--- src/rtl/alu_divider_pkg.sv ---
// Shared ALU definitions: divider width, divider FSM encoding, ALU control opcodes.
// Pure declarations, no logic; imported by the divider files.
// Backpressure: not applicable.
package alu_pkg;

    localparam int DIV_WIDTH = 32;

    typedef enum logic [1:0] {
        ST_IDLE = 2'd0,
        ST_RUN  = 2'd1,
        ST_DONE = 2'd2
    } div_state_e;

    // ALU control encodings as decoded by the control unit; DIV/DIVU route to the divider.
    typedef enum logic [3:0] {
        ALU_ADD  = 4'd0,
        ALU_SUB  = 4'd1,
        ALU_AND  = 4'd2,
        ALU_OR   = 4'd3,
        ALU_XOR  = 4'd4,
        ALU_SLT  = 4'd5,
        ALU_SLL  = 4'd6,
        ALU_SRL  = 4'd7,
        ALU_SRA  = 4'd8,
        ALU_MUL  = 4'd9,
        ALU_DIV  = 4'd10,
        ALU_DIVU = 4'd11
    } alu_ctrl_e;

    function automatic logic is_div_op(input alu_ctrl_e op);
        return (op == ALU_DIV) || (op == ALU_DIVU);
    endfunction

endpackage

--- src/rtl/alu_divider_if.sv ---
// Request/result bundle between the control unit and the iterative divider.
// master drives the request, slave (the divider) returns status and results.
// Backpressure: start is only honoured while busy is low.
interface alu_divider_if #(
    parameter int WIDTH = alu_pkg::DIV_WIDTH
) ();

    logic             start;
    logic             is_signed;
    logic [WIDTH-1:0] a;
    logic [WIDTH-1:0] b;
    logic             busy;
    logic             done;
    logic [WIDTH-1:0] quotient;
    logic [WIDTH-1:0] remainder;
    logic             div_zero;

    modport master (
        output start, is_signed, a, b,
        input  busy, done, quotient, remainder, div_zero
    );

    modport slave (
        input  start, is_signed, a, b,
        output busy, done, quotient, remainder, div_zero
    );

endinterface

--- src/rtl/alu_divider_div_step.sv ---
// One restoring division step on unsigned magnitudes: shift in next dividend bit, trial subtract.
// Combinational, zero latency.
// Backpressure: none.
module div_step #(
    parameter int WIDTH = alu_pkg::DIV_WIDTH
) (
    input  logic [WIDTH-1:0] rem_i,
    input  logic [WIDTH-1:0] q_i,
    input  logic [WIDTH-1:0] divisor_i,
    output logic [WIDTH-1:0] rem_o,
    output logic [WIDTH-1:0] q_o
);

    // Shifted remainder keeps its carry-out bit: with divisors above 2^(WIDTH-1)
    // the partial remainder can briefly need WIDTH+1 bits.
    logic [WIDTH:0] rem_sh;
    logic [WIDTH:0] trial;

    assign rem_sh = {rem_i, q_i[WIDTH-1]};
    assign trial  = rem_sh - {1'b0, divisor_i};

    // Keep the difference and set the quotient bit when the subtract does not borrow.
    always_comb begin
        rem_o = rem_sh[WIDTH-1:0];
        q_o   = {q_i[WIDTH-2:0], 1'b0};
        if (!trial[WIDTH]) begin
            rem_o = trial[WIDTH-1:0];
            q_o[0] = 1'b1;
        end
    end

endmodule

--- src/rtl/alu_divider.sv ---
// Iterative radix-2 restoring divider for DIV/DIVU, one quotient bit per cycle.
// Latency: WIDTH cycles from accepted start to done; divide-by-zero finishes on the accept edge.
// Backpressure: busy high while iterating; start is ignored until busy drops.
module alu_divider
    import alu_pkg::*;
#(
    parameter int WIDTH = DIV_WIDTH
) (
    input  logic       clk,
    input  logic       rst_n,
    alu_divider_if.slave div_if
);

    localparam int CNT_W = $clog2(WIDTH);

    div_state_e       state_q, state_d;
    logic [CNT_W-1:0] cnt_q,   cnt_d;
    logic [WIDTH-1:0] rem_q,   rem_d;     // working partial remainder
    logic [WIDTH-1:0] wq_q,    wq_d;      // working quotient / remaining dividend bits
    logic [WIDTH-1:0] dvs_q,   dvs_d;     // divisor magnitude
    logic             qneg_q,  qneg_d;
    logic             rneg_q,  rneg_d;
    logic [WIDTH-1:0] quo_q,   quo_d;
    logic [WIDTH-1:0] rmd_q,   rmd_d;
    logic             dz_q,    dz_d;

    logic [WIDTH-1:0] step_rem;
    logic [WIDTH-1:0] step_q;
    logic             a_neg;
    logic             b_neg;
    logic [WIDTH-1:0] a_mag;
    logic [WIDTH-1:0] b_mag;
    logic             accept;

    div_step #(.WIDTH(WIDTH)) u_step (
        .rem_i     (rem_q),
        .q_i       (wq_q),
        .divisor_i (dvs_q),
        .rem_o     (step_rem),
        .q_o       (step_q)
    );

    // Most negative value maps to itself and is then treated as unsigned, which is correct.
    assign a_neg  = div_if.is_signed & div_if.a[WIDTH-1];
    assign b_neg  = div_if.is_signed & div_if.b[WIDTH-1];
    assign a_mag  = a_neg ? -div_if.a : div_if.a;
    assign b_mag  = b_neg ? -div_if.b : div_if.b;
    assign accept = div_if.start && (state_q != ST_RUN);

    // State and datapath registers; reset aborts any operation in flight.
    always_ff @(posedge clk or negedge rst_n) begin
        if (!rst_n) begin
            state_q <= ST_IDLE;
            cnt_q   <= '0;
            rem_q   <= '0;
            wq_q    <= '0;
            dvs_q   <= '0;
            qneg_q  <= 1'b0;
            rneg_q  <= 1'b0;
            quo_q   <= '0;
            rmd_q   <= '0;
            dz_q    <= 1'b0;
        end else begin
            state_q <= state_d;
            cnt_q   <= cnt_d;
            rem_q   <= rem_d;
            wq_q    <= wq_d;
            dvs_q   <= dvs_d;
            qneg_q  <= qneg_d;
            rneg_q  <= rneg_d;
            quo_q   <= quo_d;
            rmd_q   <= rmd_d;
            dz_q    <= dz_d;
        end
    end

    // Next-state: accept requests when not running, iterate, sign-fix on the final step.
    always_comb begin
        state_d = state_q;
        cnt_d   = cnt_q;
        rem_d   = rem_q;
        wq_d    = wq_q;
        dvs_d   = dvs_q;
        qneg_d  = qneg_q;
        rneg_d  = rneg_q;
        quo_d   = quo_q;
        rmd_d   = rmd_q;
        dz_d    = dz_q;

        case (state_q)
            ST_IDLE, ST_DONE: begin
                state_d = ST_IDLE;
                if (accept) begin
                    if (div_if.b == '0) begin
                        // No iterations: report all-ones quotient, dividend as remainder.
                        state_d = ST_DONE;
                        quo_d   = '1;
                        rmd_d   = div_if.a;
                        dz_d    = 1'b1;
                    end else begin
                        state_d = ST_RUN;
                        cnt_d   = CNT_W'(WIDTH - 1);
                        rem_d   = '0;
                        wq_d    = a_mag;
                        dvs_d   = b_mag;
                        qneg_d  = a_neg ^ b_neg;
                        rneg_d  = a_neg;
                        dz_d    = 1'b0;
                    end
                end
            end
            ST_RUN: begin
                rem_d = step_rem;
                wq_d  = step_q;
                if (cnt_q == '0) begin
                    state_d = ST_DONE;
                    quo_d   = qneg_q ? -step_q   : step_q;
                    rmd_d   = rneg_q ? -step_rem : step_rem;
                end else begin
                    cnt_d = cnt_q - 1'b1;
                end
            end
            default: begin
                state_d = ST_IDLE;
            end
        endcase
    end

    assign div_if.busy      = (state_q == ST_RUN);
    assign div_if.done      = (state_q == ST_DONE);
    assign div_if.quotient  = quo_q;
    assign div_if.remainder = rmd_q;
    assign div_if.div_zero  = dz_q;

endmodule

--- src/flat_wrapper.sv ---
// flat-port wrapper written by rule: the top's interface ports become plain ports
module alu_divider_flat import alu_pkg::*;
#(
    parameter int WIDTH = DIV_WIDTH
)
  (clk, rst_n, div_if_start, div_if_is_signed, div_if_a, div_if_b, div_if_busy, div_if_done, div_if_quotient, div_if_remainder, div_if_div_zero);
  alu_divider_if #(.WIDTH(WIDTH)) div_if_i ();
  input  logic clk;
  input  logic rst_n;
  input wire logic [$bits(div_if_i.start)-1:0] div_if_start;
  input wire logic [$bits(div_if_i.is_signed)-1:0] div_if_is_signed;
  input wire logic [$bits(div_if_i.a)-1:0] div_if_a;
  input wire logic [$bits(div_if_i.b)-1:0] div_if_b;
  output wire logic [$bits(div_if_i.busy)-1:0] div_if_busy;
  output wire logic [$bits(div_if_i.done)-1:0] div_if_done;
  output wire logic [$bits(div_if_i.quotient)-1:0] div_if_quotient;
  output wire logic [$bits(div_if_i.remainder)-1:0] div_if_remainder;
  output wire logic [$bits(div_if_i.div_zero)-1:0] div_if_div_zero;
  assign div_if_i.start = div_if_start;
  assign div_if_i.is_signed = div_if_is_signed;
  assign div_if_i.a = div_if_a;
  assign div_if_i.b = div_if_b;
  assign div_if_busy = div_if_i.busy;
  assign div_if_done = div_if_i.done;
  assign div_if_quotient = div_if_i.quotient;
  assign div_if_remainder = div_if_i.remainder;
  assign div_if_div_zero = div_if_i.div_zero;
  alu_divider #(.WIDTH(WIDTH)) u_core (.clk(clk), .rst_n(rst_n), .div_if(div_if_i));
endmodule
--- config.mk ---
export PLATFORM = sky130hd
export DESIGN_NAME = alu_divider_flat
export DESIGN_NICKNAME = d
export VERILOG_FILES = /design/src/rtl/alu_divider_pkg.sv /design/src/rtl/alu_divider_if.sv /design/src/rtl/alu_divider_div_step.sv /design/src/rtl/alu_divider.sv /design/src/flat_wrapper.sv
export SDC_FILE = /design/constraint.sdc
export NUM_CORES = 1
export LEC_CHECK = 0
export BUFFER_PORTS_ARGS = -buffer_cell sky130_fd_sc_hd__buf_4
export CAP_MARGIN = 5
export CORE_MARGIN = 1.5
export CORE_UTILIZATION = 44
export CTS_CLUSTER_SIZE = 8
export DETAILED_ROUTE_END_ITERATION = 8
export GPL_ROUTABILITY_DRIVEN = 0
export HOLD_SLACK_MARGIN = 0.12
export PLACE_DENSITY = 0.75
export SETUP_SLACK_MARGIN = 0.15
export SLEW_MARGIN = 40
export SYNTH_ARGS = -nofsm -noshare
export SYNTH_HDL_FRONTEND = slang
export SYNTH_HIERARCHICAL = 1
export SYNTH_SLANG_ARGS = --single-unit
--- constraint.sdc ---
create_clock -name clk -period 5.6 [get_ports clk]
set_clock_uncertainty 0.1 [all_clocks]
set_input_delay 0.28 -clock clk [delete_from_list [all_inputs] [get_ports clk]]
set_output_delay 0.28 -clock clk [all_outputs]
set_load 0.05 [all_outputs]
; Yosys cells after proc, flatten, opt, wreduce, memory -nomap -nowiden
; Index checks and enable logic that the tools add are counted.
[word_totals]
mem_bits_ro = 0
regBits = 170
ram_bits = 0
n_memories = 0
latchBits = 0
input_bits = 68
[op_classes]
n_div = 0
n_eq_ne = 8
addsub = 6
multipliers = 0
n_lt_le_gt_ge = 0
bitwise_logic = 4
reduce_logical = 11
n_mux = 29
n_shift = 0
[op_table]
columns = operator, count
row1 = 32-bit two-way mux, 15
row2 = 32-bit case mux with 2 select lines, 4
row3 = 32-bit negator, 4
row4 = 33-bit by 32-bit subtractor with 33-bit output, 1
row5 = 32-bit zero test, 1
row6 = 5-bit two-way mux, 3
row7 = 5-bit case mux with 2 select lines, 1
row8 = 2-bit by 1-bit inequality test with 1-bit output (second input constant), 4
row9 = 4-bit AND reduction, 2
row10 = 2-bit two-way mux, 3
row11 = 3-bit AND reduction, 2
row12 = 5-bit zero test, 1
row13 = 5-bit by 1-bit subtractor with 5-bit output (second input constant), 1
row14 = 2-bit inequality test (second input constant), 2
row15 = 2-bit case mux with 2 select lines, 1
row16 = 1-bit bitwise AND, 2
row17 = 2-bit by 1-bit == test with 1-bit output (second input constant), 1
row18 = 2-bit == test (second input constant), 1
row19 = 2-bit zero test, 1
row20 = 1-bit two-way mux, 2
row21 = 2-bit AND reduction, 1
row22 = 2-bit nonzero test, 1
row23 = 2-bit OR reduction, 1
row24 = 1-bit logical AND, 1
row25 = other kinds (2), 2

; Logic depth before layout (Yosys ltp)
; Gate-level depths: netlist of the first run.
[logic_depth]
word_depth = 6
depth_mapped = 22
ltp_nobuf = 20

; By module
; Netlist of the first run, hierarchy kept.
[by_module_without_submodules]
columns = mod, seq_area_each_um2, instances, cells_per_inst, area_each_um2
row1 = alu_divider, 4254.1, 1, 1079, 9499.1
row2 = div_step, 0.0, 1, 336, 2591.2

; Worst setup path before layout of the first run
; No wires, ideal clock.
[synth_path]
kind = register -> register
startpoint = register u_core.wq_q[31]
endpoint = register u_core.quo_q[28] (netlist: u_core/div_if.quotient[28])
required_ps = 5377
path_stages_with_launch = 23
n_path_buf = 2
setup_slack_ps = 527
setup_ps = 123
synth_period_minus_slack_ps = 5073
arrival_time_ps = 4850
path_cell_list = dfrtp_1 -> inv_1 -> ha_1 -> fa_1 -> and2b_1 -> o2111ai_2 -> a21oi_2 -> o2111ai_1 -> a211oi_2 -> nor2_4 -> mux2i_4 -> and2_4 -> buf_12 -> inv_8 -> buf_12 -> inv_1 -> ha_1 -> or3b_1 -> or4b_1 -> or3_1 -> o31ai_1 -> xor2_1 -> a21oi_1
[synth_via]
elab_chain_cells = 6
[synth_lines]
columns = element, line
row1 = from (decl), alu_divider.sv:19  ; logic [WIDTH-1:0] wq_q, wq_d;
row2 = from (signal assigned), alu_divider.sv:67  ; wq_q <= wq_d;
row3 = 33-bit by 32-bit subtractor with 33-bit output, alu_divider_div_step.sv:20  ; assign trial = rem_sh - {1'b0, divisor_i};
row4 = 1-bit two-way mux, alu_divider_div_step.sv:26  ; if (!trial[WIDTH]) begin
row5 = via u_core.step_q[0], alu_divider.sv:28  ; logic [WIDTH-1:0] step_q;
row6 = 32-bit negator, alu_divider.sv:117  ; quo_d = qneg_q ? -step_q : step_q;
row7 = 32-bit two-way mux, alu_divider.sv:117
row8 = 32-bit two-way mux, alu_divider.sv:115  ; if (cnt_q == '0) begin
row9 = 32-bit case mux with 2 select lines, alu_divider.sv:90  ; case (state_q)
row10 = to (signal assigned), alu_divider.sv:71  ; quo_q <= quo_d;
row11 = to (decl), alu_divider.sv:23  ; logic [WIDTH-1:0] quo_q, quo_d;
; The timed path passes the listed nets, and every way through them passes these cells. The select of a mux whose other input is x is not followed.
; A chain may end at the register's enable or synchronous reset.

; Worst setup path in the final report of the first run
[layout_path]
startpoint = register u_core.wq_q[31]
endpoint = register u_core.rmd_q[28] (netlist: u_core/div_if.remainder[28])
[layout_via]
elab_chain_cells = 6
[layout_lines]
columns = element, line
row1 = 33-bit by 32-bit subtractor with 33-bit output, alu_divider_div_step.sv:20
row2 = 32-bit two-way mux, alu_divider_div_step.sv:26
row3 = via u_core.step_rem[22], alu_divider.sv:27  ; logic [WIDTH-1:0] step_rem;
row4 = 32-bit negator, alu_divider.sv:118  ; rmd_d = rneg_q ? -step_rem : step_rem;
row5 = 32-bit two-way mux, alu_divider.sv:118
row6 = 32-bit two-way mux, alu_divider.sv:115
row7 = 32-bit case mux with 2 select lines, alu_divider.sv:90
row8 = to (signal assigned), alu_divider.sv:72  ; rmd_q <= rmd_d;
row9 = to (decl), alu_divider.sv:24  ; logic [WIDTH-1:0] rmd_q, rmd_d;
; The timed path passes the listed nets, and every way through them passes these cells. The select of a mux whose other input is x is not followed.

==> summary.md, run 1 <==
| Metric | Value |
|---|---|
| XOR/XNOR Fraction of Synth Area | 0.106 |
| YS warnings | 6 |
| Reg2reg start | u_core/wq_q[31] |
| Adder-cell share of the synthesized area | 0.0399 |
| Netlist cell types | 89 |
| FF-to-FF setup slack | about 340 ps |
| Core Footprint | around 27000 um2 |
| Hold Path Origin | div_if_a[17] |
| Final nets | ~1700 |
| Die Height | 169 um |
| Cell Area, Synth | roughly 12000 um2 |
| Worst skew pair latency | approximately 440 ps |
| Post-route ant nets | 0 |
| Hold Crit Class | input pin to flop |
| Status | complete, but fails checks |
| Routed length per placed instance | between 15 and 20 um |
| Seq/Total Area, Yosys | 0.352 |
| Slew Limit Fails | 0 |
| Initial antenna violation count | 0 |
| Die area | between 20000 and 30000 um2 |
| Die Width | 169 um |
| Final setup viols | 0 |
| Ys flop type | dfrtp_1 |
| CP peak stage delay | between 400 and 500 ps |
| Cts bufs inserted | 17 |
| Top cell type's share of synthesized area | 0.352 |
| R2R depth | 20 |
| CTS Buffer Depth | 2 |
| First-pass DRT Iterations | 9 |
| Combinational family with the most area after synthesis | compound AO/OA/AOI/OAI gates |
| Min Tclk post-route | around 5300 ps |
| Routed WL | approximately 34000 um |
| Syn_nets | 1521 |
| Crit-path slowest cell | or4_1 |
| Fmax | between 0.15 and 0.2 GHz |
| Worst Setup SP | u_core/wq_q[31] |
| Worst R2R End | u_core/div_if.remainder[28] |
| Clk pin slew, worst setup/hold paths | ~70 ps |
| Hold Path Depth | 3 |
| Synth top area cells | dfrtp_1, nand2_1, o21ai_0 |
| Fraction of registers with async set/reset | 1.00 |
| Clock sink count | 170 |
| RSZ-0062 raised after global routing | no |
| WP data required | around 5800 ps |
| Synth Area in Simple Gates | 0.179 |
| Number of I/O port buffers | approximately 130 |
| Total of max-cap violations | 0 |
| Tot GR Track Use | 0.242 |
| First-pass GRT wire length | roughly 55000 um |
| TritonCTS clock tree | done |
| Compound-Gate Fraction of Synth Area | 0.210 |
| #FFs+latches synth | 170 |
| Setup TNS Final | 0 ps |
| Synth Area per Inst | 8.54 um2 |
| Vias in the first global route | ~11000 |
| Violated checks | DRC |
| Crit. End Element | flop |
| # IOs | around 140 |
| Share of the clock period used by the worst path | 0.940 |
| Root Buffer | clkbuf_16 |
| Initial core utilization | 0.449 |
| Hold Fails Final Rpt | 0 |
| Vias | 11200 |
| Max FO, Critical Path | 19 |
| FP Rows | 60 |
| CP endpoint | u_core/div_if.remainder[28] |
| Syn Inst Count | 1415 |
| Remaining Overflow, GRT | 0 |
| WS Path Type | flop to flop |
| DR iter-0 viols | ~890 |
| DRC Markers | 2 |
| Crit-path cells | inv_1 -> ha_1 -> fa_1 -> and2b_1 -> o2111ai_2 -> a21oi_2 -> o2111ai_1 -> a211oi_2 -> nor2_4 -> mux2i_4 -> and2_4 -> inv_8 -> buf_8 -> mux2_4 -> or2_1 -> or3_1 -> or4_1 -> o31ai_1 -> xor2_1 -> o211ai_1 |
| Number of flops mapped to enable cells by yosys | 0 |
| Htree depth | 4 |
| CP arrival | 5470 ps |
| Startpoint types | flop |
| Slew headroom | 0.454 |
| Mux share of post-synthesis cell area | 0.0417 |
| Layout cells sized above 1 | 0.161 |
| Largest net degree at the start of global routing | 93 |
| Post-synth top area cell | dfrtp_1 |
| Tightest Pin Transition | about 810 ps |
| DP HPWL | 24200 um |
| Ant. Diodes | 0 |
| Vias per Instance | 5.86 |
| Syn-to-layout area delta | 18.5% |
## registers in the layout, indices dropped and copies added (netlist names)
| register | cells |
|---|---|
| u_core/div_if.remainder | 32 |
| u_core/qneg_q | 1 |
| u_core/rem_q | 32 |
| u_core/cnt_q | 5 |
| u_core/wq_q | 32 |
| u_core/div_if.div_zero | 1 |
| u_core/dvs_q | 32 |
| u_core/rneg_q | 1 |
| u_core/div_if.quotient | 32 |
| u_core/state_q | 2 |
## worst max-delay path: cells and delay by family, from the launching register on
| family | cells | cell delay (ps) |
|---|---|---|
| compound gates | 6 | 1290 |
| xor+xnor | 1 | 170 |
| fa+ha+maj | 2 | 620 |
| buf+inv | 3 | 390 |
| flops | 1 | 380 |
| mux | 2 | 560 |
| simple gates | 6 | 1600 |
## routing by layer
layer  vias to the layer above  routed length, um  track usage
li1                       5277                  -            -
met1                      5325              15000        0.313
met2                       467              16400        0.407
met3                        90               2070       0.0386
met4                         0               1030       0.0924
met5                         -                  0            0
## cells in the final DEF (no fill, tap or decap), types with 26 or more instances in the layout
cell type,instances
dlygate4sd3_1,64
buf_4,151
xor2_1,76
ha_1,37
nand2_1,185
nor3_1,26
nor2_1,102
dfrtp_1,168
o21ai_0,134
nand3_1,32
xnor2_1,71
a21oi_1,81
inv_1,53
o31ai_1,29
## cells in the mapped netlist, types with 4 or more instances
library cell    n
o41ai_1        21
a221o_1         5
or4_1           9
o21bai_1        4
a211oi_1        4
and3_1         12
mux2_2          5
nand4_1        12
xnor2_1        71
xor2_1         76
nand2_1       185
o211ai_1        8
buf_4          37
a31oi_1        25
nor2_1        103
o21ai_1        20
o21ai_0       135
o2111ai_1       4
mux2_4         19
clkbuf_1       52
or3_1          12
ha_1           37
dfrtp_1       170
nor2b_1         5
a2bb2oi_1      10
mux2i_1        14
nand2b_1        6
a21oi_1        81
o22ai_1         8
nand3_1        32
o31ai_1        29
nor4b_1         4
buf_12          4
a21o_1         17
buf_2           4
o21a_1          8
nor4_1         22
nor3_1         26
inv_1          54
## worst min-delay path by stage
stage                                  end  slack (ps)
2_1_floorplan              u_core/cnt_q[0]        -120
3_3_place_gp   u_core/div_if.remainder[14]         260
3_5_place_dp    u_core/div_if.quotient[13]         260
4_1_cts        u_core/div_if.remainder[26]         120
5_1_grt        u_core/div_if.remainder[17]         140
6_report       u_core/div_if.remainder[17]         140
## metrics by stage
step	hold slack, ps	util	cells	cell area [um2]	setup WS (ps)
final	135	0.532	1903	14300	336
after global routing	144	0.532	1903	14300	147
after CTS	120	0.530	1901	14300	153
after detailed placement	260	0.484	1805	13000	176
after global placement	258	0.484	1805	13000	302
after floorplan	-116	-	1415	12100	527
## logic make-up (layout without fill, tap and decap cells)
logic type | Yosys count | in the layout
buffers and inverters | 160 | 307
adder cells (fa/ha/maj) | 38 | 38
XOR/XNOR | 147 | 147
flip-flops | 170 | 170
AO/OA/AOI/OAI | 403 | 403
multiplexers | 39 | 39
AND/OR/NAND/NOR | 458 | 458
## layout make-up
cell class / instances / area, um2
Inverter: 56 / 220
Clock inverter: 15 / 173
Clock buffer: 17 / 425
Multi-Input combinational cell: 1085 / 7000
Sequential cell: 170 / 4260
Fill cell: 2437 / 12600
Timing Repair Buffer: 219 / 1820
Tap cell: 341 / 427
## timing repair
action                                  in CTS  in global routing
resized for setup                            0                  5
endpoints found under the setup margin       0                 27
hold buffers                                64                  0
setup buffers                                0                  2
endpoints found under the hold margin      151                  0
Power of run 1 is not shown: default switching activity piles up to over one toggle a cycle in this logic, so the estimate is an artifact.
==> inputs of run 2 (changes only) <==
- CORE_UTILIZATION: 44 -> 25
- PLACE_DENSITY: 0.75 -> 0.53
- RECOVER_POWER: not set -> 25
- REMOVE_ABC_BUFFERS: not set -> 1
==> summary.md, run 2 (synthesis gave the netlist of run 1 again) <==
| Metric | Value |
|---|---|
| Status | complete, but fails checks (unchanged) |
| Routed WL | 37600 um (was 34500 um) |
| Max FO, Critical Path | 16 (was 19) |
| Worst R2R End | u_core/div_if.remainder[28] (unchanged) |
| Slew headroom | -1.57 (was 0.454) |
| Ant. Diodes | 0 (unchanged) |
| Initial antenna violation count | 0 (unchanged) |
| WP data required | 5810 ps (was 5800 ps) |
| Final instance area | 14600 um2 (was 14300 um2) |
| R2R depth | 20 (unchanged) |
| Reg2reg start | u_core/wq_q[31] (unchanged) |
| Remaining Overflow, GRT | 0 (unchanged) |
| Worst Setup SP | u_core/wq_q[31] (unchanged) |
| Tot GR Track Use | 0.150 (was 0.242) |
| Worst skew pair latency | 450 ps (was 440 ps) |
| Die Width | 223 um (was 169 um) |
| Share of the clock period used by the worst path | 0.924 (was 0.940) |
| Hold Path Depth | 3 (unchanged) |
| RSZ-0062 raised after global routing | no (unchanged) |
| TritonCTS clock tree | done (unchanged) |
| DRC Markers | 0 (was 2) |
| Startpoint types | flop (unchanged) |
| Core Footprint | 47700 um2 (was 27000 um2) |
| Layout cells sized above 1 | 0.138 (was 0.161) |
| Clk pin slew, worst setup/hold paths | 80 ps (was 70 ps) |
| Violated checks | capacitance limit, slew limit (was DRC) |
| Root Buffer | clkbuf_16 (unchanged) |
| Cts bufs inserted | 17 (unchanged) |
| Tightest Pin Transition | 3860 ps (was 812 ps) |
| Final setup viols | 0 (unchanged) |
| Commonest non-fill, non-tap cell in the layout | nand2_1 (unchanged) |
| Vias | 10800 (was 11200) |
| Number of I/O port buffers | 134 (unchanged) |
| WHS Endpoint | u_core/div_if.div_zero (was u_core/div_if.remainder[17]) |
| First-pass GRT wire length | 59100 um (was 55200 um) |
| Final nets | 1661 (was 1655) |
| DR iter-0 viols | 838 (was 891) |
| Slew Limit Fails | 65 (was 0) |
| Vias in the first global route | 10500 (was 10600) |
| WS Path Type | flop to flop (unchanged) |
| First-pass DRT Iterations | 5 (was 9) |
| FF-to-FF setup slack | 430 ps (was 340 ps) |
| Htree depth | 4 (unchanged) |
| Die area | 49700 um2 (was 28500 um2) |
| # IOs | 135 (unchanged) |
| Syn-to-layout area delta | 20.5% (was 18.5%) |
| Die Height | 223 um (was 169 um) |
| Clock sink count | 170 (unchanged) |
| CP arrival | 5380 ps (was 5470 ps) |
| CTS Buffer Depth | 2 (unchanged) |
| DP HPWL | 27700 um (was 24200 um) |
| Hold Fails Final Rpt | 0 (unchanged) |
| Vias per Instance | 4.94 (was 5.86) |
| Commonest cells after routing, fill and taps aside | nand2_1, dfrtp_1, o21ai_0 (was nand2_1, dfrtp_1, buf_4) |
| Post-route ant nets | 0 (unchanged) |
| Hold Crit Class | input pin to flop (unchanged) |
| Crit. End Element | flop (unchanged) |
| Total of max-cap violations | 1 (was 0) |
| Fmax | 0.193 GHz (was 0.190 GHz) |
| Routed length per placed instance | 17.2 um (was 18.1 um) |
| FP Rows | 80 (was 60) |
| Largest net degree at the start of global routing | 90 (was 93) |
| Hold Path Origin | div_if_start (was div_if_a[17]) |
| Placed cell area | 13500 um2 (was 13000 um2) |
| Initial core utilization | 0.253 (was 0.449) |
| Min Tclk post-route | 5170 ps (was 5260 ps) |
==> run 2: cell count changes in the layout (fill, tap and decap cells not counted), moves of 2 or more <==
cell	before	now
clkbuf_1	0	40
o31ai_1	29	27
o31ai_2	2	4
buf_4	151	115
dlygate4sd3_1	64	66
==> run 2: metrics by stage <==
stage | worst slack, ps | std cells | TNS (ps) | util | hold slack (ps)
floorplan | -859 | 1311 | -43660 | - | -116
CTS | 266 | 2183 | 0 | 0.308 | 206
global placement | 361 | 2085 | 0 | 0.281 | 221
detailed placement | 291 | 2085 | 0 | 0.282 | 216
finish | 426 | 2183 | 0 | 0.305 | 216
global route | 155 | 2183 | 0 | 0.305 | 274
==> run 2: per-layer routing <==
layer	GRT usage	up-vias	wire length, um
li1	-	5286	-
met1	0.203	5161	17700
met2	0.242	291	17400
met3	0.0248	52	1620
met4	0.0489	0	919
met5	0	-	0
==> run 2: worst max-delay path by stage <==
stage                                        to
floorplan           u_core/div_if.remainder[26]
global placement     u_core/div_if.quotient[28]
detailed placement  u_core/div_if.remainder[28]
CTS                 u_core/div_if.remainder[28]
global route         u_core/div_if.quotient[26]
finish              u_core/div_if.remainder[28]
==> run 2: critical path: stages (launching register included) <==
cell and delay, ps:
dfrtp_1 370, inv_1 50, ha_1 230, fa_1 400
and2b_1 240, o2111ai_2 130, a21oi_2 220, o2111ai_1 220
a211oi_2 300, nor2_4 100, mux2i_4 200, and2_4 210
inv_8 100, buf_8 210, mux2_4 350, or2_1 260
or3_1 360, or4_1 430, o31ai_2 270, xor2_1 170
o211ai_1 90
==> run 2: layout make-up <==
cell class | instances | area (um2)
Fill cell | 4990 | 33200
Multi-Input combinational cell | 1085 | 7020
Sequential cell | 170 | 4260
Timing Repair Buffer | 225 | 1720
Tap cell | 615 | 769
Clock buffer | 18 | 439
Inverter | 56 | 220
Clock inverter | 14 | 144
==> run 2: what timing repair did <==
item                                    in CTS  in global routing
buffers inserted                             0                  0
endpoints found under the setup margin       0                  7
hold buffers                                66                  0
hold endpoints to repair                   148                  0
resized for setup                            0                  6
Power of run 2 is left out for the same reason.
